===== config.mk =====
export PLATFORM = sky130hd
export DESIGN_NAME = timestamp_counter
export DESIGN_NICKNAME = d
export VERILOG_FILES = /design/src/rtl/timestamp_counter.sv
export SDC_FILE = /design/constraint.sdc
export NUM_CORES = 1
export LEC_CHECK = 0
export CORE_MARGIN = 2
export CORE_UTILIZATION = 44
export CTS_BUF_LIST = sky130_fd_sc_hd__clkbuf_8
export DETAILED_ROUTE_END_ITERATION = 6
export GPL_ROUTABILITY_DRIVEN = 0
export PLACE_DENSITY_LB_ADDON = 0.3
export REMOVE_ABC_BUFFERS = 1
export SLEW_MARGIN = 20
export SYNTH_ARGS = -nofsm -noshare
export SYNTH_HDL_FRONTEND = slang
export SYNTH_SLANG_ARGS = --single-unit

===== constraint.sdc =====
create_clock -name clk -period 2.5 [get_ports clk]
set_clock_uncertainty 0.05 [all_clocks]
set_input_delay 0.5 -clock clk [delete_from_list [all_inputs] [get_ports clk]]
set_output_delay 0.5 -clock clk [all_outputs]
set_load 0.02 [all_outputs]

===== src/rtl/timestamp_counter.sv =====
// Microsecond timestamp with sub-us phase, software load, one-period drift trim
// and per-channel event capture with valid/ready handoff and sticky overrun.
module timestamp_counter #(
   parameter int CYCLE_NUM_1US = 125,
   parameter int TS_WIDTH      = 16,
   parameter int CAP_CH        = 2,
   localparam int SUB_W        = $clog2(CYCLE_NUM_1US + 1)
) (
   input  logic                       clk,
   input  logic                       rst,
   input  logic                       enable,
   input  logic                       load_valid,
   input  logic [TS_WIDTH-1:0]        load_value,
   input  logic                       trim_valid,
   input  logic                       trim_dir,
   output logic                       trim_busy,
   output logic [TS_WIDTH-1:0]        timestamp,
   output logic [SUB_W-1:0]           sub_us,
   output logic                       tick,
   output logic                       wrap,
   input  logic [CAP_CH-1:0]          cap_trig,
   output logic [CAP_CH-1:0]          cap_valid,
   input  logic [CAP_CH-1:0]          cap_ready,
   output logic [CAP_CH*TS_WIDTH-1:0] cap_ts,
   output logic [CAP_CH*SUB_W-1:0]    cap_sub,
   output logic [CAP_CH-1:0]          cap_overrun
);

   typedef enum logic [1:0] {
      TRIM_IDLE,
      TRIM_PENDING,
      TRIM_ARMED
   } trim_state_t;

   trim_state_t      trim_state;
   trim_state_t      trim_state_nxt;
   logic             trim_adv;
   logic             trim_adv_nxt;
   logic [SUB_W-1:0] term;
   logic             boundary;

   // Terminal count is only stretched or shortened for the single armed period.
   always_comb begin
      term = SUB_W'(CYCLE_NUM_1US - 1);
      if (trim_state == TRIM_ARMED) begin
         term = trim_adv ? SUB_W'(CYCLE_NUM_1US - 2) : SUB_W'(CYCLE_NUM_1US);
      end
   end

   assign boundary  = enable && (sub_us == term);
   assign trim_busy = (trim_state != TRIM_IDLE);

   always_comb begin
      trim_state_nxt = trim_state;
      trim_adv_nxt   = trim_adv;
      if (load_valid) begin
         trim_state_nxt = TRIM_IDLE;
         trim_adv_nxt   = 1'b0;
      end else begin
         case (trim_state)
            TRIM_IDLE: begin
               if (trim_valid) begin
                  trim_state_nxt = TRIM_PENDING;
                  trim_adv_nxt   = trim_dir;
               end
            end
            TRIM_PENDING: begin
               if (boundary) trim_state_nxt = TRIM_ARMED;
            end
            TRIM_ARMED: begin
               if (boundary) trim_state_nxt = TRIM_IDLE;
            end
            default: trim_state_nxt = TRIM_IDLE;
         endcase
      end
   end

   always_ff @(posedge clk or posedge rst) begin
      if (rst) begin
         trim_state <= TRIM_IDLE;
         trim_adv   <= 1'b0;
      end else begin
         trim_state <= trim_state_nxt;
         trim_adv   <= trim_adv_nxt;
      end
   end

   always_ff @(posedge clk or posedge rst) begin
      if (rst) begin
         timestamp <= '0;
         sub_us    <= '0;
         tick      <= 1'b0;
         wrap      <= 1'b0;
      end else begin
         tick <= 1'b0;
         wrap <= 1'b0;
         if (load_valid) begin
            timestamp <= load_value;
            sub_us    <= '0;
         end else if (boundary) begin
            timestamp <= timestamp + TS_WIDTH'(1);
            sub_us    <= '0;
            tick      <= 1'b1;
            wrap      <= &timestamp;
         end else if (enable) begin
            sub_us <= sub_us + SUB_W'(1);
         end
      end
   end

   // A slot frees up in the same cycle its held value is handed off.
   always_ff @(posedge clk or posedge rst) begin
      if (rst) begin
         cap_valid   <= '0;
         cap_overrun <= '0;
         cap_ts      <= '0;
         cap_sub     <= '0;
      end else begin
         for (int i = 0; i < CAP_CH; i++) begin
            if (cap_trig[i] && (!cap_valid[i] || cap_ready[i])) begin
               cap_valid[i]                    <= 1'b1;
               cap_ts[i*TS_WIDTH +: TS_WIDTH]  <= timestamp;
               cap_sub[i*SUB_W +: SUB_W]       <= sub_us;
            end else if (cap_valid[i] && cap_ready[i]) begin
               cap_valid[i] <= 1'b0;
            end

            if (cap_valid[i] && cap_ready[i]) begin
               cap_overrun[i] <= 1'b0;
            end else if (cap_trig[i] && cap_valid[i]) begin
               cap_overrun[i] <= 1'b1;
            end
         end
      end
   end

endmodule


==> results of run 1 <==
[cells by family after synthesis]
kind of cell	count (synthesis)
simple gates	106
flops	78
compound gates	53
mux	39
buf+inv	23
xor+xnor	5
fa+ha+maj	2
[worst max-delay path: stages]
cell and delay [ns]:
clkdlybuf4s50_1 0.49, and3_4 0.20, nand4_4 0.09, or3_1 0.51, o41a_1 0.44, o31a_1 0.28
[through the flow]
stage | area [um^2] | TNS, ns | hold slack, ns | total power (uW)
final | 4960 | 0 | 0.378 | 3290
after detailed placement | 4740 | -0.507 | 0.425 | 2310
after global placement | 4740 | -0.300 | 0.413 | 2290
after floorplan | 3410 | -3.51 | 0.427 | 1890
after CTS | 4960 | 0 | 0.377 | 3320
after global routing | 4960 | 0 | 0.385 | 3440
[per-layer routing]
layer | global-route usage [%] | vias up | part of all wire [%]
met2 | 33.8 | 80 | 50
met5 | 0 | - | 0
met1 | 26.3 | 1407 | 43
met3 | 3.74 | 12 | 5.0
li1 | - | 1351 | -
met4 | 8.21 | 0 | 1.6
[state kept, by name, summed over array words and instances (netlist names)]
signal       cells
cap_ts          32
timestamp       16
cap_sub         14
sub_us           7
cap_overrun      2
cap_valid        2
trim_state       2
tick             1
trim_adv         1
wrap             1
[cell type report]
| class | count | share of cell area (%) |
|---|---|---|
| sequential | 78 | 39.4 |
| multi-input combinational | 205 | 28.8 |
| timing repair buffer | 121 | 24.2 |
| clock buffer | 10 | 2.77 |
| tap | 102 | 2.57 |
| clock inverter | 6 | 1.59 |
| inverter | 9 | 0.706 |
[placed cells by master, fill, tap and decap left out, drive strengths merged, types with 2 or more instances in the layout]
cell	instances
clkdlybuf4s50	101
dfrtp	78
mux2	39
nand2	24
buf	20
nor2	18
nand3	15
o21ai	14
a31oi	12
inv	10
a21oi	10
clkbuf	10
nand2b	9
nor3	8
o31ai	8
or4	7
nand4	7
or3	5
xor2	4
o31a	3
nand3b	3
nor4	2
ha	2
bufinv	2
and3	2
clkinv	2
[power breakdown]
part / total [uW] / switching (uW) / internal (uW)
logic: 778 / 377 / 401
registers: 1500 / 100 / 1400
clock network: 1010 / 432 / 579
total: 3290 / 910 / 2380
[final timing paths]
kind                                  to  slack (ns)
setup / recovery           timestamp[15]        0.17
hold / removal                 cap_ts[3]        0.38
setup reg to reg           timestamp[15]        0.20
hold reg to reg               cap_ts[20]        0.43
max in group asynchronous    cap_sub[10]        1.49
min in group clk              cap_ts[20]        0.43
==> run_results.csv, run 1 <==
group,metric,value,unit
critical_path,ff2ff_path_depth,5,
critical_path,startpoint_type,"input port",
pwr,vdd_drop_max,0.393,mV
drt,drt_iter0_drc,112,
clock_network,ctsLongestPathBuffers,2,
final_layout,final_nets,452,
final_layout,final_core_util,64.5,%
critical_path,critPathCaptureType,"flip-flop",
floorplan,pin_count,102,
clock_network,cts_resized,0,
critical_path,crit_start,"enable",
yosys,syn_area,3480,um^2
place,io_buffers,101,
drt,vias,2850,
yosys,synth.avg_cell_area,11.4,um^2
sta,setup_slack,0.171,ns
floorplan,die_h,92.9,um
sta,relSlewSlack,72.7,%
clock_network,cts-root-buf,"clkbuf_8",
global_route,grt.total_usage,20.3,%
sta,final.period_utilization,93.2,%
run_status,status,"complete, no violations",
clock_network,cts_setup_buffers,0,
yosys,synth_top_area_share,56.1,%
clock_network,htreeDepth,3,
yosys,async_flop_share,100,%
yosys,synth.area.mux_share,12.6,%
global_route,grt_start_max_net_pins,31,
global_route,grt_pass1_wl,13.9,mm
floorplan,placementRows,32,
pwr,p_per_area,663,nW/um^2
yosys,syn_inst,306,
pwr,leakage,0.00204,uW
sta,finalSetupViolations,0,
drt,drtPass1Iterations,4,
drt,drc,0,
floorplan,coreArea,7690,um^2
drt,drt-total-wl,8.25,mm
yosys,ys.flop_type,"dfrtp_1",
critical_path,worstPathMaxFanout,8,
clock_network,insertion_delay,0.35,ns
yosys,synth-simple-area-share,16.5,%
floorplan,die_x,92.9,um
final_layout,diodes,0,
final_layout,instances_no_fill,531,
yosys,yosysMostFrequentCell,"dfrtp_1",
sta,clock.fmax,429,MHz
yosys,synth_cell_types,42,
final_layout,multi_input_area,1430,um^2
critical_path,rr_startpoint,"trim_state[0]",
drt,final_antenna_net_count,0,
critical_path,cp.required,2.68,ns
final_layout,drive_gt1_share,18.4,%
drt,routedWlPerCell,15.5,um
clock_network,cts_buffers,9,
yosys,yosysTopAreaCell,"dfrtp_1",
final_layout,syn_to_final_growth,42.5,%
yosys,ys_ff_latch,78,
yosys,synth_edf_count,0,
place,pre_cts_ws,-0.182,ns
final_layout,layout.area.seq,1950,um^2
drt,vias_per_cell,5.37,
clock_network,cts_tree,"done",
yosys,yosysWarnings,0,
yosys,synth_top_family_by_area,"simple AND/OR/NAND/NOR gates",
run,maxCapViolCount,0,
sta,hold_violations,0,
clock_network,cts_hold_buf,0,
global_route,first_global_vias,2895,
yosys,synth-seq-area-share,56.1,%
yosys,ys_top_cells_by_area,"dfrtp_1 56%, mux2_2 13%, nand2_1 2.6%, a31oi_1 2.2%, nand3_1 2.2%",
floorplan,die_area,8640,um^2
yosys,ys_top_cells_by_count,"78 x dfrtp_1, 39 x mux2_2, 24 x nand2_1",
final_layout,fillers,636,
global_route,grt_overflow_total,0,
global_route,antenna_found_initial,0,
place,dp_hpwl,6.01,mm
sta,slew_violations,0,
yosys,synthXorXnorAreaFrac,1.26,%
clock_network,clock-sinks,78,
critical_path,critical_path_class,"in -> reg",
sta,rsz0062_at_grt,"no",
min_path,min_path_type,"in -> async",
yosys,synthAdderAreaFrac,0.719,%
sta,layout_min_cycle_time,2.33,ns
sta,worstMarginPinSlew,0.410,ns
place,dp_cells,515,
yosys,synth_compound_area_share,9.92,%
critical_path,cp.arrival,2.51,ns
clock_network,clkSlewWorstSetupHoldPaths,0.07,ns
floorplan,start_util,45.3,%
Power figures use the tool's default switching activity.
==> inputs of run 2 (changes only) <==
--- a/config.mk
+++ b/config.mk
@@ -11,4 +11,5 @@
 export DETAILED_ROUTE_END_ITERATION = 6
 export GPL_ROUTABILITY_DRIVEN = 0
+export MAX_ROUTING_LAYER = met4
 export PLACE_DENSITY_LB_ADDON = 0.3
 export REMOVE_ABC_BUFFERS = 1
==> constraint.sdc (replaced) <==
create_clock -name clk -period 2.5 [get_ports clk]
set_clock_uncertainty 0.05 [all_clocks]
set_input_delay 0.25 -clock clk [delete_from_list [all_inputs] [get_ports clk]]
set_output_delay 0.25 -clock clk [all_outputs]
set_load 0.02 [all_outputs]
==> run 2 against run 1 <==
  * Non-clock buffer count shrank 4
  * Design area shrank 0.33%
  * First-iteration DRC count grew 22%
  * Critical endpoint unchanged
==> run_results.csv, run 2 (synthesis gave the netlist of run 1 again) <==
group,metric,value,unit
global_route,first_global_vias,2747,
final_layout,syn_to_final_growth,42.1,%
pwr,seq_power_share,43.5,%
critical_path,r2r-end,"timestamp[15]",
floorplan,placementRows,32,
pwr,leakage,0.00202,uW
critical_path,rrSetupSlack,0.23,ns
sta,layout_min_cycle_time,2.27,ns
critical_path,crit_start,"trim_state[0]",
critical_path,cp.arrival,2.45,ns
critical_path,worstPathMaxFanout,24,
sta,worstMarginPinSlew,0.645,ns
drt,drt_iter0_drc,137,
place,pre_cts_ws,0.0366,ns
drt,drt-total-wl,8.29,mm
floorplan,die_area,8640,um^2
final_layout,reg_top3,"cap_ts (32), timestamp (16), cap_sub (14)",
drt,drc,0,
critical_path,startpoint_type,"flip-flop",
run_status,status,"complete, no violations",
global_route,antenna_found_initial,0,
critical_path,critical_path_class,"reg -> reg",
drt,routedWlPerCell,15.8,um
clock_network,cts_buffers,9,
place,io_buffers,101,
pwr,switching_power,915,uW
critical_path,cp.required,2.68,ns
pwr,power,3440,uW
floorplan,die_x,92.9,um
sta,finalSetupViolations,0,
sta,clock.fmax,441,MHz
final_layout,final_nets,448,
global_route,grt.total_usage,20.9,%
clock_network,cts_tree,"done",
pwr,p_per_area,696,nW/um^2
critical_path,critPathCaptureType,"flip-flop",
sta,final.period_utilization,90.6,%
floorplan,die_h,92.9,um
final_layout,layout.area.seq,1950,um^2
final_layout,final_cell_mix,"101 x clkdlybuf4s50_1, 78 x dfrtp_1, 39 x mux2_2",
sta,relSlewSlack,57.0,%
clock_network,ctsLongestPathBuffers,2,
drt,drtPass1Iterations,4,
global_route,grt_pass1_wl,13.7,mm
sta,rsz0062_at_grt,"no",
final_layout,layout_commonest_cell,"clkdlybuf4s50_1",
floorplan,pin_count,102,
global_route,grt_start_max_net_pins,42,
pwr,vdd_drop_max,0.424,mV
min_path,min_path_type,"in -> async",
sta,hold_violations,0,
pwr,power.internal,2530,uW
clock_network,clock-sinks,78,
drt,final_antenna_net_count,0,
sta,setup_slack,0.235,ns
sta,slew_violations,0,
final_layout,regMostFlops,"cap_ts",
drt,vias_per_cell,5.31,
place,dp_hpwl,5.80,mm
clock_network,cts_hold_buf,0,
pwr,pwr-share-comb,22.2,%
final_layout,fillers,653,
clock_network,cts-root-buf,"clkbuf_8",
drt,vias,2794,
global_route,grt_overflow_total,0,
final_layout,drive_gt1_share,18.2,%
sta,final.setup.tns,0,ns
run,maxCapViolCount,0,
clock_network,insertion_delay,0.35,ns
pwr,switching_share,26.6,%
final_layout,multi_input_area,1430,um^2
pwr,clock_power_share,34.3,%
floorplan,start_util,45.3,%
final_layout,diodes,0,
critical_path,ff2ff_path_depth,5,
final_layout,largest_reg_flops,32,
clock_network,clkSlewWorstSetupHoldPaths,0.08,ns
clock_network,htreeDepth,3,
floorplan,coreArea,7690,um^2
critical_path,rr_startpoint,"trim_state[0]",
-- run 2: worst max-delay path, stage by stage (launching register included) --
cell and delay, ns:
dfrtp_1 0.42, nor2b_1 0.21, mux2_2 0.39, o21a_2 0.34
o41a_1 0.45, o31a_1 0.27
-- run 2: stage by stage --
stage	utilization [%]	std cells	hold WS [ns]	instance area, um^2
3_5_place_dp	61.0	511	0.422	4690
6_report	64.3	526	0.143	4940
4_1_cts	64.3	526	0.146	4940
3_3_place_gp	61.0	511	0.413	4690
2_1_floorplan	-	292	0.263	3410
5_1_grt	64.3	526	0.177	4940
-- run 2: how the worst max path moves through the flow --
stage / to / slack, ns / cells after the start
floorplan: cap_overrun[0] / 0.20 / 1
global placement: timestamp[15] / 0.10 / 6
detailed placement: timestamp[15] / 0.04 / 6
CTS: timestamp[15] / 0.10 / 5
global route: timestamp[15] / 0.12 / 5
finish: timestamp[15] / 0.23 / 5
-- run 2: final cells by class --
class	instances	area share, %
sequential	78	39.5
clock buffer	12	3.34
timing repair buffer	117	23.1
inverter	9	0.709
clock inverter	3	1.82
multi-input combinational	205	28.9
tap	102	2.58
-- run 2: power by group through the flow --
stage / clock network, uW / registers, uW / logic (uW)
after CTS: 1200 / 1500 / 774
after detailed placement: 0 / 1520 / 771
final: 1180 / 1500 / 764
after floorplan: 0 / 1680 / 208
after global routing: 1250 / 1520 / 818
after global placement: 0 / 1510 / 760
-- run 2: per-layer routing --
| layer | global-route usage, % | share of wire, % | wire (um) | vias up |
|---|---|---|---|---|
| li1 | - | - | - | 1340 |
| met1 | 27.2 | 45 | 3720 | 1370 |
| met2 | 33.1 | 49 | 4100 | 71 |
| met3 | 3.25 | 4.1 | 337 | 13 |
| met4 | 7.97 | 1.7 | 140 | 0 |
| met5 | - | 0 | 0 | - |
-- run 2: timing repair --
action                     4_1_cts  5_1_grt
setup endpoints to repair        0        7
buffers inserted                 0        0
resized for setup                0        1
